--- config.mk ---
export PLATFORM = sky130hd
export DESIGN_NAME = result_serializer
export DESIGN_NICKNAME = d
export VERILOG_FILES = /design/src/rtl/alu_stream_pkg.sv /design/src/rtl/result_serializer.sv
export SDC_FILE = /design/constraint.sdc
export NUM_CORES = 1
export LEC_CHECK = 0
export ABC_AREA = 1
export CORE_MARGIN = 2
export CORE_UTILIZATION = 46
export CTS_CLUSTER_SIZE = 25
export DETAILED_ROUTE_END_ITERATION = 10
export PLACE_DENSITY_LB_ADDON = 0.15
export SLEW_MARGIN = 20
export SYNTH_ARGS = -nofsm -noshare
export SYNTH_HDL_FRONTEND = slang
export SYNTH_SLANG_ARGS = --single-unit
--- constraint.sdc ---
create_clock -name clock_i -period 1.9 [get_ports clock_i]
set_input_delay 0.38 -clock clock_i [delete_from_list [all_inputs] [get_ports clock_i]]
set_output_delay 0.38 -clock clock_i [all_outputs]
set_load 0.005 [all_outputs]
--- src/rtl/alu_stream_pkg.sv ---
// Shared definitions for the ALU result stream path: byte width, FIFO read latency
// and the serializer state encoding.
package alu_stream_pkg;

    localparam int BYTE_W          = 8;
    localparam int FIFO_RD_LATENCY = 1;

    localparam logic [2:0] SER_IDLE = 3'd0;
    localparam logic [2:0] SER_GET  = 3'd1;
    localparam logic [2:0] SER_LOAD = 3'd2;
    localparam logic [2:0] SER_SEND = 3'd3;
    localparam logic [2:0] SER_CSUM = 3'd4;
    localparam logic [2:0] SER_DONE = 3'd5;

    typedef enum logic [2:0] {
        S_IDLE = SER_IDLE,
        S_GET  = SER_GET,
        S_LOAD = SER_LOAD,
        S_SEND = SER_SEND,
        S_CSUM = SER_CSUM,
        S_DONE = SER_DONE
    } ser_state_e;

endpackage

--- src/rtl/result_serializer.sv ---
// Pops result words from the ALU result FIFO and streams them MSB-first as bytes over a
// valid/ready handshake, optionally followed by an XOR checksum byte per word.
module result_serializer
    import alu_stream_pkg::*;
#(
    parameter int DATA_WIDTH  = 32,
    parameter bit CHECKSUM_EN = 1'b1,
    parameter int COUNT_W     = 16
) (
    input  logic                  clock_i,
    input  logic                  reset_n_i,
    input  logic                  empty_i,
    output logic                  rd_o,
    input  logic [DATA_WIDTH-1:0] din_i,
    output logic                  tx_valid_o,
    input  logic                  tx_ready_i,
    output logic [BYTE_W-1:0]     tx_data_o,
    output logic                  busy_o,
    output logic [COUNT_W-1:0]    words_sent_o
);

    localparam int NBYTES = DATA_WIDTH / BYTE_W;
    localparam int IDX_W  = (NBYTES > 1) ? $clog2(NBYTES) : 1;
    localparam logic [IDX_W-1:0] LAST_IDX = IDX_W'(NBYTES - 1);

    if (DATA_WIDTH % BYTE_W != 0) begin : g_bad_width
        $error("result_serializer: DATA_WIDTH must be a multiple of 8");
    end
    if (FIFO_RD_LATENCY != 1) begin : g_bad_latency
        $error("result_serializer: GET/LOAD sequence assumes a one-cycle FIFO read latency");
    end

    ser_state_e            state_q;
    logic [DATA_WIDTH-1:0] shift_q;
    logic [BYTE_W-1:0]     csum_q;
    logic [BYTE_W-1:0]     tx_data_q;
    logic [IDX_W-1:0]      idx_q;
    logic                  rd_q;
    logic                  tx_valid_q;
    logic                  busy_q;
    logic [COUNT_W-1:0]    words_sent_q;

    logic [DATA_WIDTH-1:0] shift_d;
    logic [BYTE_W-1:0]     csum_d;
    logic                  tx_fire;

    // shift_q holds only the bytes not yet presented, so its top byte is always the next one out.
    assign tx_fire = tx_valid_q && tx_ready_i;
    assign shift_d = shift_q << BYTE_W;
    assign csum_d  = csum_q ^ tx_data_q;

    always_ff @(posedge clock_i or negedge reset_n_i) begin
        if (!reset_n_i) begin
            state_q      <= S_IDLE;
            shift_q      <= '0;
            csum_q       <= '0;
            tx_data_q    <= '0;
            idx_q        <= '0;
            rd_q         <= 1'b0;
            tx_valid_q   <= 1'b0;
            busy_q       <= 1'b0;
            words_sent_q <= '0;
        end else begin
            case (state_q)
                S_IDLE: begin
                    if (!empty_i) begin
                        rd_q    <= 1'b1;
                        busy_q  <= 1'b1;
                        state_q <= S_GET;
                    end
                end
                S_GET: begin
                    rd_q    <= 1'b0;
                    state_q <= S_LOAD;
                end
                S_LOAD: begin
                    shift_q    <= din_i << BYTE_W;
                    csum_q     <= '0;
                    idx_q      <= '0;
                    tx_data_q  <= din_i[DATA_WIDTH-1 -: BYTE_W];
                    tx_valid_q <= 1'b1;
                    state_q    <= S_SEND;
                end
                S_SEND: begin
                    if (tx_fire) begin
                        csum_q <= csum_d;
                        if (idx_q != LAST_IDX) begin
                            idx_q     <= idx_q + IDX_W'(1);
                            shift_q   <= shift_d;
                            tx_data_q <= shift_q[DATA_WIDTH-1 -: BYTE_W];
                        end else if (CHECKSUM_EN) begin
                            tx_data_q <= csum_d;
                            state_q   <= S_CSUM;
                        end else begin
                            // Drop valid on the accepting edge so DONE never re-offers the last byte.
                            tx_valid_q <= 1'b0;
                            state_q    <= S_DONE;
                        end
                    end
                end
                S_CSUM: begin
                    if (tx_fire) begin
                        tx_valid_q <= 1'b0;
                        state_q    <= S_DONE;
                    end
                end
                S_DONE: begin
                    tx_valid_q   <= 1'b0;
                    words_sent_q <= words_sent_q + COUNT_W'(1);
                    busy_q       <= 1'b0;
                    state_q      <= S_IDLE;
                end
                default: begin
                    rd_q       <= 1'b0;
                    tx_valid_q <= 1'b0;
                    busy_q     <= 1'b0;
                    state_q    <= S_IDLE;
                end
            endcase
        end
    end

    assign rd_o         = rd_q;
    assign tx_valid_o   = tx_valid_q;
    assign tx_data_o    = tx_data_q;
    assign busy_o       = busy_q;
    assign words_sent_o = words_sent_q;

endmodule
==> results of run 1 <==
-- worst min path at each step --
stage	endpoint
2_1_floorplan	busy_o$_DFFE_PN0P_
3_3_place_gp	csum_q[2]$_DFFE_PN0P_
3_5_place_dp	csum_q[2]$_DFFE_PN0P_
4_1_cts	csum_q[2]$_DFFE_PN0P_
5_1_grt	csum_q[2]$_DFFE_PN0P_
6_report	csum_q[2]$_DFFE_PN0P_
-- logic make-up (layout without fill, tap and decap cells) --
group / after synthesis / count (layout) / synth area share
flops: 64 / 64 / 0.491
xor+xnor: 19 / 19 / 0.0510
buf+inv: 34 / 103 / 0.0587
simple gates: 232 / 232 / 0.307
compound gates: 50 / 50 / 0.0840
fa+ha+maj: 2 / 2 / 0.00767
-- layout make-up --
type | instances | area, um2 | area share
Inverter | 20 | 77.6 | 0.0188
Tap cell | 96 | 120 | 0.0292
Clock buffer | 14 | 173 | 0.0419
Timing Repair Buffer | 69 | 681 | 0.165
Multi-Input combinational cell | 303 | 1470 | 0.356
Sequential cell | 64 | 1600 | 0.389
-- layer usage --
metal	vias up	wire length (um)	global-route usage
met3	8	237	0.0386
met1	1185	3310	0.251
li1	1406	-	-
met2	52	2870	0.286
met5	-	0	0
met4	0	81	0.0785
-- flip-flops by register name, indices dropped and copies added (netlist names) --
register / count
busy_o: 1
shift_q: 24
tx_data_o: 8
rd_o: 1
tx_valid_o: 1
state_q: 3
idx_q: 2
words_sent_o: 16
csum_q: 8
-- report_power, final --
group	switching, mW	internal [mW]	total, mW
logic	1.46	1.11	2.57
clock network	0.475	0.568	1.04
registers	0.376	1.88	2.26
total	2.31	3.56	5.87
-- placed cells by master, fill, tap and decap left out, drive strengths merged --
| master | netlist | routed |
|---|---|---|
| a21oi | 34 | 34 |
| buf | 13 | 8 |
| clkbuf | 1 | 14 |
| clkdlybuf4s50 | 0 | 61 |
| dfrtp | 64 | 64 |
| ha | 2 | 2 |
| inv | 20 | 20 |
| nand2 | 139 | 139 |
| nand3 | 15 | 15 |
| nand4 | 7 | 7 |
| nor2 | 64 | 64 |
| nor3 | 2 | 2 |
| o21ai | 11 | 11 |
| o31ai | 5 | 5 |
| or2 | 5 | 5 |
| xnor2 | 14 | 14 |
| xor2 | 5 | 5 |
-- metrics by stage --
step           setup slack (ns)  cells  hold slack [ns]  power (mW)  area [um2]
2_1_floorplan             0.456    401           0.0844        4.17        3260
3_3_place_gp              0.219    552            0.424        4.79        3950
3_5_place_dp              0.176    552            0.420        4.86        3950
4_1_cts                   0.211    566           0.0546        5.93        4120
5_1_grt                   0.175    566           0.0680        6.39        4120
6_report                  0.233    566           0.0213        5.87        4120
==> flow_metrics.env, run 1 <==
export IMPL_outcome="finished clean"
export IMPL_drive_above_1_share=0.0787
export IMPL_slowest_delay_ns=0.54
export IMPL_yosysWarnings=0
export IMPL_critPathArrivalTime_ns=1.29
export IMPL_finalCriticalPeriod_ns=1.67
export IMPL_grt_pass1_vias=2560
export IMPL_final_core_util=0.603
export IMPL_h_tree_depth=3
export IMPL_portBuffers=62
export IMPL_r2r_end="words_sent_o[10]$_DFFE_PN0N_"
export IMPL_setup_viol=0
export IMPL_min_period_over_period=0.877
export IMPL_ys_types=29
export IMPL_rr_worst_depth=5
export IMPL_synth_nets=439
export IMPL_finalNetCount=505
export IMPL_drt_iter0_drc=84
export IMPL_seq_area_frac_synth=0.491
export IMPL_viasPerCell=4.68
export IMPL_grtUsageTotal=0.184
export IMPL_synthTopCellsByArea="dfrtp_1 49%, nand2_1 15%, nor2_1 7.0%, a21oi_1 5.1%, xnor2_1 3.8%"
export IMPL_cts_sinks=64
export IMPL_cp_num_buf_inv=1
export IMPL_crit_path_end="words_sent_o[4]"
export IMPL_rows=30
export IMPL_hold_violations=0
export IMPL_synth_most_common_cell="nand2_1"
export IMPL_worstPathRequired_ns=1.52
export IMPL_post_cts_buffers=0
export IMPL_worst_hold_path_type="primary input to asynchronous set/reset pin"
export IMPL_worst_slew_pin_slew_ns=0.407
export IMPL_area_growth_pct=26.4
export IMPL_synth_edff_count=0
export IMPL_syn_inst=401
export IMPL_totalWireLength_um=6500
export IMPL_dieWidth_um=88.2
export IMPL_fillers=635
export IMPL_wl_per_cell_um=11.5
export IMPL_ant_nets=0
export IMPL_cp_start_kind="flop"
export IMPL_syn_avg_cell_area_um2=8.13
export IMPL_critical_path_startpoint="words_sent_o[4]$_DFFE_PN0N_"
export IMPL_path_cells="clkdlybuf4s50_1"
export IMPL_synth_top_area_cell="dfrtp_1"
export IMPL_drv_cap=0
export IMPL_ys_seq_elements=64
export IMPL_clock_path_buffers=2
export IMPL_r2r_start="state_q[1]$_DFFE_PN0P_"
export IMPL_synth_area_um2=3260
export IMPL_cts_tree="yes"
export IMPL_top_level_ports=63
export IMPL_postCtsResizedCells=0
export IMPL_r2r_setup_slack_ns=0.36
export IMPL_synth_common_cells="134 x nand2_1, 64 x dfrtp_1, 61 x nor2_1"
export IMPL_synth_top_area_share=0.491
export IMPL_power_density_nw_per_um2=1420
export IMPL_clock_latency_ns=0.33
export IMPL_path_depth=1
export IMPL_synthFlopType="dfrtp_1"
export IMPL_end_kind="output port"
export IMPL_vdd_drop_max_uv=753
export IMPL_root_buffer="clkbuf_8"
export IMPL_antenna_found_initial=0
export IMPL_hold_buffers=0
export IMPL_path_delay_family="buffers and inverters"
export IMPL_place_congestion=0.774
export IMPL_worstPathMaxFanout=5
export IMPL_synthArstFlopShare=1.00
export IMPL_fmax_mhz=600
export IMPL_grt_pass1_wl_um=11300
export IMPL_clk_pin_slew_ns=0.07
export IMPL_rsz0062_at_grt="no"
export IMPL_clock_skew_ns=0.00696
export IMPL_grt_max_degree=65
export IMPL_design_core_area_um2=6830
export IMPL_drc=0
export IMPL_grt_ovfl_total=0
export IMPL_die_area_um2=7780
export IMPL_initial_core_util=0.477
export IMPL_antenna_cells=0
export IMPL_die_y_um=88.2
export IMPL_p_leak_nw=1.90
export IMPL_path_class="flop to output port"
export IMPL_cp_slowest_cell="clkdlybuf4s50_1"
export IMPL_slew_viol_final=0
export IMPL_hpwl_um=4490
export IMPL_dr_pass1_iters=4
export IMPL_dr_total_vias=2651
export IMPL_max_slew_margin=0.726
export IMPL_setup_tns_ns=0
export IMPL_cts_buffers=9
Power figures use the tool's default switching activity.
==> run 2, diff against run 1 <==
==> constraint.sdc (replaced) <==
create_clock -name clock_i -period 1.65 [get_ports clock_i]
set_input_delay 0.33 -clock clock_i [delete_from_list [all_inputs] [get_ports clock_i]]
set_output_delay 0.33 -clock clock_i [all_outputs]
set_load 0.005 [all_outputs]
==> run 2 against run 1 <==
Setup slack got worse by 0.19 ns. Die area did not move. Wire length rose by 7.0%. Clock-buffer cell count fell by 3. Global-route usage rose by 1.5 points. Highest routed layer unchanged. Flip-flop and latch count did not move.
==> flow_metrics.env, run 2 (same netlist as run 1, synthesis figures left out) <==
export IMPL_area_growth_pct=30.9
export IMPL_clk_pin_slew_ns=0.07
export IMPL_finalCriticalPeriod_ns=1.61
export IMPL_clock_path_buffers=2
export IMPL_clock_latency_ns=0.35
export IMPL_sequentialPowerShare=0.364
export IMPL_final_cells=581
export IMPL_place_congestion=0.807
export IMPL_holdCritStartpoint="shift_q[10]$_DFFE_PN0P_"
export IMPL_switching_share=0.395
export IMPL_hold_violations=0
export IMPL_antenna_found_initial=0
export IMPL_drv_cap=0
export IMPL_power_density_nw_per_um2=1650
export IMPL_outcome="finished clean"
export IMPL_p_leak_nw=1.99
export IMPL_p_switching_mw=2.78
export IMPL_viasPerCell=4.76
export IMPL_r2r_end="shift_q[22]$_DFFE_PN0P_"
export IMPL_end_kind="output port"
export IMPL_initial_core_util=0.477
export IMPL_path_class="flop to output port"
export IMPL_timing_hold_worst_endpoint="shift_q[10]$_DFFE_PN0P_"
export IMPL_fmax_mhz=622
export IMPL_h_tree_depth=3
export IMPL_worstPathMaxFanout=4
export IMPL_grt_max_degree=65
export IMPL_slew_viol_final=0
export IMPL_dieWidth_um=88.2
export IMPL_cp_num_buf_inv=1
export IMPL_cts_tree="yes"
export IMPL_r2r_setup_slack_ns=0.15
export IMPL_grt_pass1_wl_um=12200
export IMPL_grt_ovfl_total=0
export IMPL_cp_slowest_cell="clkdlybuf4s50_1"
export IMPL_rows=30
export IMPL_worst_hold_path_type="flop to flop"
export IMPL_finalNetCount=519
export IMPL_die_y_um=88.2
export IMPL_dp_cells=554
export IMPL_design_core_area_um2=6830
export IMPL_die_area_um2=7780
export IMPL_totalWireLength_um=6950
export IMPL_dr_pass1_iters=4
export IMPL_critPathArrivalTime_ns=1.28
export IMPL_worstPathRequired_ns=1.32
export IMPL_wl_per_cell_um=12.0
export IMPL_rr_worst_depth=7
export IMPL_p_clk_frac=0.186
export IMPL_final_core_util=0.625
export IMPL_comb_power_share=0.450
export IMPL_largest_reg_flops=24
export IMPL_antenna_cells=0
export IMPL_cts_buffers=9
export IMPL_vdd_drop_max_uv=811
export IMPL_dr_total_vias=2767
export IMPL_setup_viol=0
export IMPL_drt_iter0_drc=149
export IMPL_most_common_layout_cells="134 x nand2_1, 61 x nor2_1, 61 x dfrtp_1"
export IMPL_root_buffer="clkbuf_8"
export IMPL_regMostFlops="shift_q"
export IMPL_path_cells="clkdlybuf4s50_1"
export IMPL_p_int_mw=4.27
export IMPL_hpwl_um=4670
export IMPL_hold_depth=2
export IMPL_max_slew_margin=0.777
export IMPL_ant_nets=0
export IMPL_pre_cts_slack_ns=0.0306
export IMPL_clock_skew_ns=0.0118
export IMPL_r2r_start="state_q[2]$_DFFE_PN0P_"
export IMPL_grtUsageTotal=0.199
export IMPL_portBuffers=62
export IMPL_worst_slew_pin_slew_ns=0.330
export IMPL_slowest_delay_ns=0.52
export IMPL_final_common_cell="nand2_1"
export IMPL_drc=0
export IMPL_cts_sinks=64
export IMPL_drive_above_1_share=0.115
export IMPL_cp_start_kind="flop"
export IMPL_path_delay_family="buffers and inverters"
export IMPL_top_level_ports=63
export IMPL_setup_ws_ns=0.0426
export IMPL_grt_pass1_vias=2760
export IMPL_min_period_over_period=0.974
run 2: changes by cell type in the layout (fill, tap and decap cells not counted), sizes merged:
cell           delta
buf              +13
bufinv            +1
clkbuf            -3
clkdlybuf4s50     -1
clkinv            +3
dlygate4sd3       +1
dlymetal6s2s      +1
run 2: what timing repair did:
item | in CTS | in global routing
setup buffers | 2 | 9
hold buffers | 1 | 0
gates resized for setup | 0 | 6
endpoints found under the setup margin | 2 | 16
endpoints found under the hold margin | 19 | 0
run 2: worst max-delay path by stage:
stage	start	to	slack [ns]	cells past startpoint
2_1_floorplan	idx_q[0]$_DFFE_PN0P_	shift_q[18]$_DFFE_PN0P_	0.21	7
3_3_place_gp	tx_ready_i	state_q[2]$_DFFE_PN0P_	0.05	6
3_5_place_dp	tx_ready_i	tx_data_o[0]$_DFFE_PN0P_	0.03	7
4_1_cts	words_sent_o[5]$_DFFE_PN0N_	words_sent_o[5]	0.004	1
5_1_grt	words_sent_o[3]$_DFFE_PN0N_	words_sent_o[3]	-0.005	1
6_report	words_sent_o[3]$_DFFE_PN0N_	words_sent_o[3]	0.04	1
run 2: routing by layer:
layer | global-route usage | vias to the layer above | share of wire
li1 | - | 1438 | -
met1 | 0.264 | 1260 | 0.49
met2 | 0.324 | 60 | 0.46
met3 | 0.0462 | 9 | 0.043
met4 | 0.0647 | 0 | 0.013
met5 | 0 | - | 0
run 2: area by class of cell:
class                      instances  area, um2
clock buffer                      11        141
multi-input combinational        303       1480
fill                             642       2560
clock inverter                     4       45.0
sequential                        64       1610
timing repair buffer              83        803
inverter                          20       77.6
tap                               96        120
run 2: power groups by stage:
stage / clock (mW) / sequential (mW) / combinational [mW]
after global placement: 0 / 2.59 / 2.99
final: 1.31 / 2.57 / 3.17
after floorplan: 0 / 2.54 / 2.26
after detailed placement: 0 / 2.62 / 3.07
after global routing: 1.42 / 2.64 / 3.58
after CTS: 1.34 / 2.58 / 3.11
run 2: per-stage QoR:
stage                     power (mW)  setup TNS, ns  hold WS (ns)  area [um2]
after floorplan                 4.80              0        0.0344        3260
after global placement          5.58              0         0.371        3980
after detailed placement        5.68              0         0.371        3980
after CTS                       7.04              0         0.475        4190
after global routing            7.64       -0.00538         0.488        4270
final                           7.05              0         0.476        4270
